`src/rtl/pulse_stretch_arbiter.sv`:
```
// pulse_stretch_arbiter
// Round-robin arbiter for NUM_REQ edge-triggered requesters sharing one
// stretched output pulse. Every grant drives hold_out high for a latched
// number of cycles, optionally followed by a forced-low gap. Requests that
// arrive while the pulse is busy are queued one deep per channel. A second
// request on a channel that is already queued is reported on drop_pulse.
module pulse_stretch_arbiter #(
    parameter int NUM_REQ  = 4,
    parameter int COUNT_BW = 10
) (
    input  logic                clock,
    input  logic                reset,
    input  logic [NUM_REQ-1:0]  req_in,
    input  logic [COUNT_BW-1:0] cfg_hold_cycles,
    input  logic [COUNT_BW-1:0] cfg_gap_cycles,
    output logic                hold_out,
    output logic [NUM_REQ-1:0]  grant_onehot,
    output logic [NUM_REQ-1:0]  pending,
    output logic [NUM_REQ-1:0]  drop_pulse,
    output logic                busy
);

    localparam int PTR_W = (NUM_REQ > 1) ? $clog2(NUM_REQ) : 1;

    localparam logic [1:0] ST_IDLE = 2'd0;
    localparam logic [1:0] ST_HOLD = 2'd1;
    localparam logic [1:0] ST_GAP  = 2'd2;

    // Registered state
    logic [1:0]          state_q,    state_d;
    logic [NUM_REQ-1:0]  req_dly_q;
    logic [NUM_REQ-1:0]  pend_q,     pend_d;
    logic [NUM_REQ-1:0]  drop_q,     drop_d;
    logic [NUM_REQ-1:0]  grant_q,    grant_d;
    logic                hold_q,     hold_d;
    logic [COUNT_BW-1:0] cnt_q,      cnt_d;
    logic [PTR_W-1:0]    rr_q,       rr_d;
    logic [COUNT_BW-1:0] hold_len_q, hold_len_d;
    logic [COUNT_BW-1:0] gap_len_q,  gap_len_d;

    // Combinational helpers
    logic [NUM_REQ-1:0]  rise;
    logic [NUM_REQ-1:0]  cand;
    logic                sel_vld;
    logic [PTR_W-1:0]    sel_idx;
    logic                grant_now;
    logic [NUM_REQ-1:0]  grant_vec;
    logic [COUNT_BW-1:0] hold_len_cfg;
    logic [PTR_W-1:0]    rr_after_sel;

    // A zero hold length would produce no pulse at all, so it is promoted to one.
    assign hold_len_cfg = (cfg_hold_cycles == '0) ? COUNT_BW'(1) : cfg_hold_cycles;

    assign rise = req_in & ~req_dly_q;
    assign cand = pend_q | rise;

    // Round-robin search: first candidate at or above rr_q, wrapping modulo NUM_REQ.
    always_comb begin
        int idx;
        sel_vld = 1'b0;
        sel_idx = '0;
        for (int k = 0; k < NUM_REQ; k++) begin
            idx = int'(rr_q) + k;
            if (idx >= NUM_REQ) begin
                idx = idx - NUM_REQ;
            end
            if (!sel_vld && cand[idx]) begin
                sel_vld = 1'b1;
                sel_idx = PTR_W'(idx);
            end
        end
    end

    // A grant is only issued from IDLE; that IDLE cycle is the mandatory low cycle.
    assign grant_now = (state_q == ST_IDLE) && sel_vld;
    assign grant_vec = grant_now ? (NUM_REQ'(1) << sel_idx) : '0;

    assign rr_after_sel = (sel_idx == PTR_W'(NUM_REQ - 1)) ? '0 : (sel_idx + PTR_W'(1));

    // Queue bookkeeping: a granted channel keeps its queued bit only when a fresh
    // rise coincides with the grant; a rise on an already-queued, ungranted channel
    // is lost and flagged.
    always_comb begin
        pend_d = ((pend_q | rise) & ~grant_vec) | (grant_vec & pend_q & rise);
        drop_d = rise & pend_q & ~grant_vec;
    end

    // Pulse/gap sequencer: IDLE arbitrates, HOLD stretches, GAP forces low.
    always_comb begin
        state_d    = state_q;
        grant_d    = grant_q;
        hold_d     = hold_q;
        cnt_d      = cnt_q;
        rr_d       = rr_q;
        hold_len_d = hold_len_q;
        gap_len_d  = gap_len_q;
        case (state_q)
            ST_IDLE: begin
                hold_d  = 1'b0;
                grant_d = '0;
                cnt_d   = '0;
                if (sel_vld) begin
                    // Lengths are captured here so later cfg changes cannot
                    // disturb the pulse or gap that follows.
                    state_d    = ST_HOLD;
                    grant_d    = grant_vec;
                    hold_d     = 1'b1;
                    hold_len_d = hold_len_cfg;
                    gap_len_d  = cfg_gap_cycles;
                    rr_d       = rr_after_sel;
                end
            end
            ST_HOLD: begin
                if (cnt_q == hold_len_q - COUNT_BW'(1)) begin
                    cnt_d   = '0;
                    hold_d  = 1'b0;
                    grant_d = '0;
                    state_d = (gap_len_q != '0) ? ST_GAP : ST_IDLE;
                end else begin
                    cnt_d = cnt_q + COUNT_BW'(1);
                end
            end
            ST_GAP: begin
                hold_d  = 1'b0;
                grant_d = '0;
                if (cnt_q == gap_len_q - COUNT_BW'(1)) begin
                    cnt_d   = '0;
                    state_d = ST_IDLE;
                end else begin
                    cnt_d = cnt_q + COUNT_BW'(1);
                end
            end
            default: begin
                state_d = ST_IDLE;
                hold_d  = 1'b0;
                grant_d = '0;
                cnt_d   = '0;
            end
        endcase
    end

    // State update with synchronous reset; reset discards queued requests silently.
    always_ff @(posedge clock) begin
        if (reset) begin
            state_q    <= ST_IDLE;
            req_dly_q  <= '0;
            pend_q     <= '0;
            drop_q     <= '0;
            grant_q    <= '0;
            hold_q     <= 1'b0;
            cnt_q      <= '0;
            rr_q       <= '0;
            hold_len_q <= COUNT_BW'(1);
            gap_len_q  <= '0;
        end else begin
            state_q    <= state_d;
            req_dly_q  <= req_in;
            pend_q     <= pend_d;
            drop_q     <= drop_d;
            grant_q    <= grant_d;
            hold_q     <= hold_d;
            cnt_q      <= cnt_d;
            rr_q       <= rr_d;
            hold_len_q <= hold_len_d;
            gap_len_q  <= gap_len_d;
        end
    end

    assign hold_out     = hold_q;
    assign grant_onehot = grant_q;
    assign pending      = pend_q;
    assign drop_pulse   = drop_q;
    assign busy         = (state_q != ST_IDLE);

endmodule

```
`config.mk`:
```
export PLATFORM = sky130hd
export DESIGN_NAME = pulse_stretch_arbiter
export DESIGN_NICKNAME = d
export VERILOG_FILES = /design/src/rtl/pulse_stretch_arbiter.sv
export SDC_FILE = /design/constraint.sdc
export NUM_CORES = 1
export LEC_CHECK = 0
export ABC_AREA = 1
export CAP_MARGIN = 40
export CORE_UTILIZATION = 53
export CTS_BUF_LIST = sky130_fd_sc_hd__clkbuf_16
export DETAILED_ROUTE_END_ITERATION = 7
export PLACE_DENSITY = 0.85
export SLEW_MARGIN = 20
export SYNTH_ARGS = -nofsm -noshare
export SYNTH_HDL_FRONTEND = slang
export SYNTH_SLANG_ARGS = --single-unit
```
`constraint.sdc`:
```
create_clock -name clock -period 3.8 [get_ports clock]
set_clock_uncertainty 0.1 [all_clocks]
set_input_delay 0.76 -clock clock [delete_from_list [all_inputs] [get_ports clock]]
set_output_delay 0.76 -clock clock [all_outputs]
set_load 0.005 [all_outputs]
```
==> results.yml, run 1 <==
run_status:
  status: "complete, no violations"
cts:
  cts_root_buffer: "clkbuf_16"
  postCtsHoldBufs: 0
  cts_made_buffers: 5
  cts-resized-gates: 0
  clk_latency_ns: 0.29
  postCtsSetupRepairBufs: 0
  clock_path_buffers: 2
  htreeDepth: 2
  cts.sinks: 51
  clk_pin_slew_ns: 0.07
  cts_tree: "yes"
yosys:
  yosysWarnings: 0
  synth_cells: 453
  syn-mean-instance-area_sq_um: 6.64
  synth_cell_types: 31
  yosysSeqAreaShare_pct: 34.0
  synth_nets: 489
  ys_ff_latch: 51
  syn_area_sq_um: 3010
setup_path:
  worstSetupPathType: "input pin to flip-flop"
  critPathMaxFanout: 3
  cp.arrival_ns: 3.02
  start_kind: "input pin"
  cp-end-kind: "flip-flop"
  required_ns: 3.88
timing:
  rsz0062_at_grt: "no"
  maxSlewHeadroom_pct: 44.6
  fmax_mhz: 341
  setup_slack_ns: 0.864
  hold_slack_ns: 0.377
  period_needed_ns: 2.94
  worst-slew-pin-transition_ns: 0.825
  setup_violations: 0
  finalCritPeriodShare_pct: 77.3
  final_max_slew_viol_count: 0
  tns_ns: 0
  hold_viol: 0
place:
  port_buffers: 39
  dp_hpwl_microns: 4830
  gp_congestion: 0.885
  dp.cells: 554
  pre_cts_slack_ns: 0.607
power:
  switching_share_pct: 43.7
  p_leak_uw: 0.00170
  pwr-share-clk_pct: 19.9
  p_switching_uw: 1280
  p_int_uw: 1660
  power_density_nw_per_um2: 811
  peakVddDrop_mv: 0.448
  pwr-share-seq_pct: 28.0
  pwr-share-comb_pct: 52.2
global_routing:
  grt_max_degree: 29
  antenna_found_initial: 0
  grt_pass1_wl_microns: 11200
  grt.total_usage_pct: 23.4
  grt_pass1_vias: 2664
  gr-total-overflow: 0
finish:
  syn_to_final_growth_pct: 20.6
  final_nets: 525
  n_antenna_cell: 0
  drive_above_1_share_pct: 7.55
  fin_cells: 562
floorplanning:
  initial_core_util_pct: 54.9
  coreArea_sq_um: 5470
  dieWidth_microns: 77.3
  dieArea_sq_um: 5980
  rows: 27
  die_h_microns: 77.3
  io_pins: 40
routing:
  viasPerCell: 5.05
  drt_iter0_drc: 194
  drc: 0
  ant_nets: 0
  drt_pass1_iterations: 5
  drt-total-wl_microns: 6700
  routedWlPerCell_microns: 11.9
  num_vias: 2839
worst_hold_path:
  hold_path_class: "flip-flop to flip-flop"
job:
  maxCapViolCount: 0
-- kinds of logic (layout without fill, tap and decap cells) --
kind of cell | Yosys count | count (layout) | share of synthesized area (%)
buffers and inverters | 85 | 122 | 11.8
flip-flops | 51 | 51 | 34.0
AO/OA/AOI/OAI | 70 | 70 | 13.7
AND/OR/NAND/NOR | 218 | 218 | 30.6
adder cells (fa/ha/maj) | 10 | 10 | 4.16
XOR/XNOR | 19 | 19 | 5.78
-- critical path, cell delays in order --
cell and delay [ns]:
clkdlybuf4s50_1 0.50, a21oi_1 0.11, nand2_1 0.09, nand2_1 0.07, o21ai_0 0.34, nor2_2 0.10
inv_2 0.10, nor2_2 0.05, o21ai_0 0.19, nand2_1 0.13, inv_1 0.10, ha_1 0.15
nand2_1 0.08, o21ai_0 0.19, inv_1 0.06
-- metal layers --
| metal | routed length, microns | GRT usage (%) |
|---|---|---|
| met1 | 2890 | 26.0 |
| met2 | 3400 | 43.8 |
| met3 | 286 | 4.76 |
| met4 | 123 | 7.74 |
| met5 | 0 | 0 |
-- flip-flops by register name (all words and copies together), names as in the netlist --
signal        cells
cnt_q            10
gap_len_q        10
hold_len_q       10
drop_pulse        4
grant_onehot      4
pending           4
req_dly_q         4
rr_q              2
state_q           2
hold_out          1
-- worst paths after layout --
path | slack, ns | end | from | cells after the start
worst max-delay path | 0.86 | pending[3] | req_in[3] | 15
worst min-delay path | 0.38 | gap_len_q[1] | gap_len_q[1] | 2
worst max register to register | 1.27 | pending[3] | rr_q[0] | 14
worst min register to register | 0.38 | gap_len_q[1] | gap_len_q[1] | 2
-- stage by stage --
step / utilization (%) / total power (uW) / cell area [sq um]
floorplan: - / 1990 / 3010
global placement: 62.7 / 2290 / 3430
detailed placement: 62.7 / 2330 / 3430
CTS: 66.3 / 2940 / 3630
global route: 66.3 / 3200 / 3630
finish: 66.3 / 2940 / 3630
-- Yosys cell counts --
| master | number | area (sq um) |
|---|---|---|
| a31oi_1 | 1 | 6.26 |
| nand3_2 | 2 | 20.0 |
| xor2_1 | 11 | 96.3 |
| nor2_4 | 1 | 11.3 |
| a21oi_2 | 11 | 96.3 |
| a21oi_1 | 20 | 100 |
| nand4_1 | 3 | 18.8 |
| o22ai_1 | 1 | 6.26 |
| nor3_1 | 4 | 20.0 |
| nand2_2 | 5 | 31.3 |
| nor2_1 | 68 | 255 |
| nor4_1 | 3 | 18.8 |
| nand2_1 | 96 | 360 |
| xnor2_2 | 1 | 16.3 |
| o21ai_1 | 14 | 70.1 |
| inv_1 | 70 | 263 |
| inv_2 | 2 | 7.51 |
| o31ai_1 | 2 | 15.0 |
| or2_2 | 2 | 12.5 |
| nor2_2 | 2 | 12.5 |
| clkbuf_2 | 2 | 10.0 |
| clkinv_1 | 1 | 3.75 |
| buf_4 | 3 | 22.5 |
| buf_6 | 3 | 33.8 |
| xnor2_1 | 7 | 61.3 |
| o21ai_0 | 20 | 100 |
| ha_1 | 10 | 125 |
| clkbuf_1 | 4 | 15.0 |
| dfxtp_1 | 51 | 1020 |
| o21ai_4 | 1 | 16.3 |
| nand3_1 | 32 | 160 |
-- power by group through the flow --
stage / logic, uW / registers (uW) / clock network, uW
2_1_floorplan: 1190 / 797 / 0
3_3_place_gp: 1460 / 829 / 0
3_5_place_dp: 1500 / 832 / 0
4_1_cts: 1530 / 822 / 591
5_1_grt: 1740 / 843 / 612
6_report: 1530 / 823 / 584
-- area by class of cell --
| class | instances | area, sq um |
|---|---|---|
| Clock inverter | 3 | 67.6 |
| Sequential cell | 51 | 1020 |
| Clock buffer | 5 | 125 |
| Timing Repair Buffer | 41 | 418 |
| Multi-Input combinational cell | 317 | 1630 |
| Tap cell | 72 | 90.1 |
| Inverter | 73 | 274 |
| Fill cell | 485 | 1850 |
-- placed cells by master, fill, tap and decap left out, drive strengths merged, types with 5 or more instances in the layout --
| master | Yosys | routed |
|---|---|---|
| clkdlybuf4s50 | 0 | 39 |
| dfxtp | 51 | 51 |
| xnor2 | 8 | 8 |
| o21ai | 35 | 35 |
| nand2 | 101 | 101 |
| xor2 | 11 | 11 |
| inv | 72 | 72 |
| clkbuf | 6 | 5 |
| ha | 10 | 10 |
| nor2 | 71 | 71 |
| a21oi | 31 | 31 |
| nand3 | 34 | 34 |
(Power assumes the default switching activity.)
==> run 2, diff against run 1 <==
--- a/config.mk
+++ b/config.mk
@@ -7,10 +7,10 @@
 export LEC_CHECK = 0
 export ABC_AREA = 1
 export CAP_MARGIN = 40
-export CORE_UTILIZATION = 53
+export CORE_UTILIZATION = 50
 export CTS_BUF_LIST = sky130_fd_sc_hd__clkbuf_16
 export DETAILED_ROUTE_END_ITERATION = 7
-export PLACE_DENSITY = 0.85
+export PLACE_DENSITY = 0.84
 export SLEW_MARGIN = 20
 export SYNTH_ARGS = -nofsm -noshare
 export SYNTH_HDL_FRONTEND = slang
==> constraint.sdc (replaced) <==
create_clock -name clock -period 2.7 [get_ports clock]
set_clock_uncertainty 0.1 [all_clocks]
set_input_delay 0.54 -clock clock [delete_from_list [all_inputs] [get_ports clock]]
set_output_delay 0.54 -clock clock [all_outputs]
set_load 0.005 [all_outputs]
==> run 2 against run 1 <==
Compared with the run above: clock power increased by 39%; cell count increased by 3.0%; sequential cell count did not move; critical path type unchanged; critical endpoint is now rr_q[1]; highest routed layer unchanged.
==> results.yml, run 2 (synthesized netlist as in run 1, its figures left out) <==
finish:
  final_common_cell: "nand2_1"
  design_area_sq_um: 3800
  final_nets: 542
  syn_to_final_growth_pct: 26.5
  num-fill-cells: 477
  layout_common_cells: "nand2_1, inv_1, nor2_1"
  n_antenna_cell: 0
  drive_above_1_share_pct: 12.6
  largestRegisters: "cnt_q x10, gap_len_q x10, hold_len_q x10"
  final_util_pct: 67.4
timing:
  maxSlewHeadroom_pct: 73.4
  setup_violations: 0
  fmax_mhz: 384
  period_needed_ns: 2.60
  worst-slew-pin-transition_ns: 0.398
  hold_slack_ns: 0.393
  final_max_slew_viol_count: 0
  hold_viol: 0
  finalCritPeriodShare_pct: 96.4
  tns_ns: 0
place:
  dp_hpwl_microns: 5420
  gp_congestion: 0.895
  placed_area_sq_um: 3550
  port_buffers: 39
setup_path:
  cpMostUsedCell: "nand2_1"
  cp-end-kind: "flip-flop"
  start_kind: "input pin"
  crit_family: "simple AND/OR/NAND/NOR gates"
  path_cells: "clkdlybuf4s50_1, a21oi_2, buf_4, nand2_1, nand2_1, nand2_1, nand2_2, a21oi_2, or2_2, nand2_1, inv_1, ha_1, o21ai_2, nor2_1"
  critPathSlowestCell: "clkdlybuf4s50_1"
  critPathMaxFanout: 4
  required_ns: 2.79
  slowest_delay_ns: 0.46
  worstSetupPathType: "input pin to flip-flop"
  crit_buf_inv: 3
  cp.arrival_ns: 2.69
routing:
  num_vias: 2990
  viasPerCell: 5.16
  ant_nets: 0
  drt-total-wl_microns: 7560
  drt_iter0_drc: 175
  routedWlPerCell_microns: 13.1
  drc: 0
  drt_pass1_iterations: 4
worst_hold_path:
  hold_path_class: "flip-flop to flip-flop"
floorplanning:
  io_pins: 40
  die_h_microns: 79.5
  dieWidth_microns: 79.5
  initial_core_util_pct: 53.3
  coreArea_sq_um: 5640
  dieArea_sq_um: 6330
  rows: 27
job:
  maxCapViolCount: 0
global_routing:
  grt.total_usage_pct: 24.9
  grt_pass1_wl_microns: 12300
  grt_max_degree: 32
  gr-total-overflow: 0
  grt_pass1_vias: 2891
  antenna_found_initial: 0
cts:
  htreeDepth: 2
  clock_path_buffers: 2
  cts_made_buffers: 5
  clk_latency_ns: 0.29
  postCtsHoldBufs: 0
  cts_tree: "yes"
  cts_root_buffer: "clkbuf_16"
  clk_pin_slew_ns: 0.06
  cts.sinks: 51
power:
  peakVddDrop_mv: 0.787
  p_leak_uw: 0.00180
  power_density_nw_per_um2: 1180
run_status:
  status: "complete, no violations"
==> run 2: cell count changes in the layout (fill, tap and decap cells not counted), moves of 2 or more <==
cell     change
a21oi_1      -4
a21oi_2      +4
nor2_2       -2
nor2_4       +2
o21ai_2      +4
o21ai_0      -3
buf_4       +17
==> run 2: worst register-to-register path, stage by stage (launching register included) <==
cell     delay, ns
dfxtp_1       0.36
inv_1         0.10
ha_1          0.33
nand2_1       0.08
inv_1         0.04
nor2_1        0.09
nand2_1       0.05
nor2_1        0.14
nand3_1       0.09
nor2_1        0.10
nand3_1       0.09
nand2_1       0.28
nand2_1       0.13
nand3_2       0.20
nor2_1        0.08
==> run 2: worst paths after layout <==
kind / start / to / slack, ns / cells after the start
worst min-delay path: gap_len_q[1] / gap_len_q[1] / 0.39 / 2
worst max register to register: hold_len_q[0] / cnt_q[9] / 0.33 / 14
worst min register to register: gap_len_q[1] / gap_len_q[1] / 0.39 / 2
worst max-delay path: req_in[3] / rr_q[1] / 0.1 / 14
==> run 2: through the flow <==
step,instances,setup WS [ns],total power (uW)
5_1_grt,579,-0.0467,4840
6_report,579,0.0980,4490
2_1_floorplan,453,0.407,2800
3_3_place_gp,570,-0.145,3380
3_5_place_dp,570,-0.271,3490
4_1_cts,578,0.0474,4350
==> run 2: repair_timing <==
action | CTS | global route
gates resized for setup | 0 | 16
setup buffers | 0 | 1
endpoints found under the setup margin | 0 | 14
==> run 2: metal layers <==
metal / GRT usage [%] / share of wire, % / up-vias
li1: - / - / 1525
met1: 25.7 / 40 / 1365
met2: 48.0 / 53 / 78
met3: 4.69 / 3.7 / 22
met4: 10.7 / 3.3 / 0
met5: 0 / 0 / -
==> run 2: power by group <==
group          total [uW]  internal (uW)  switching [uW]
clock                 809            528             281
combinational        2510           1020            1490
sequential           1170            968             201
total                4490           2520            1970
==> run 2: cell type report <==
| cell class | count | area (sq um) | share of cell area, % |
|---|---|---|---|
| timing repair buffer | 58 | 546 | 14.3 |
| tap | 72 | 90.1 | 2.37 |
| inverter | 73 | 274 | 7.21 |
| sequential | 51 | 1020 | 26.9 |
| clock buffer | 5 | 125 | 3.29 |
| multi-input combinational | 317 | 1680 | 44.3 |
| clock inverter | 3 | 63.8 | 1.68 |
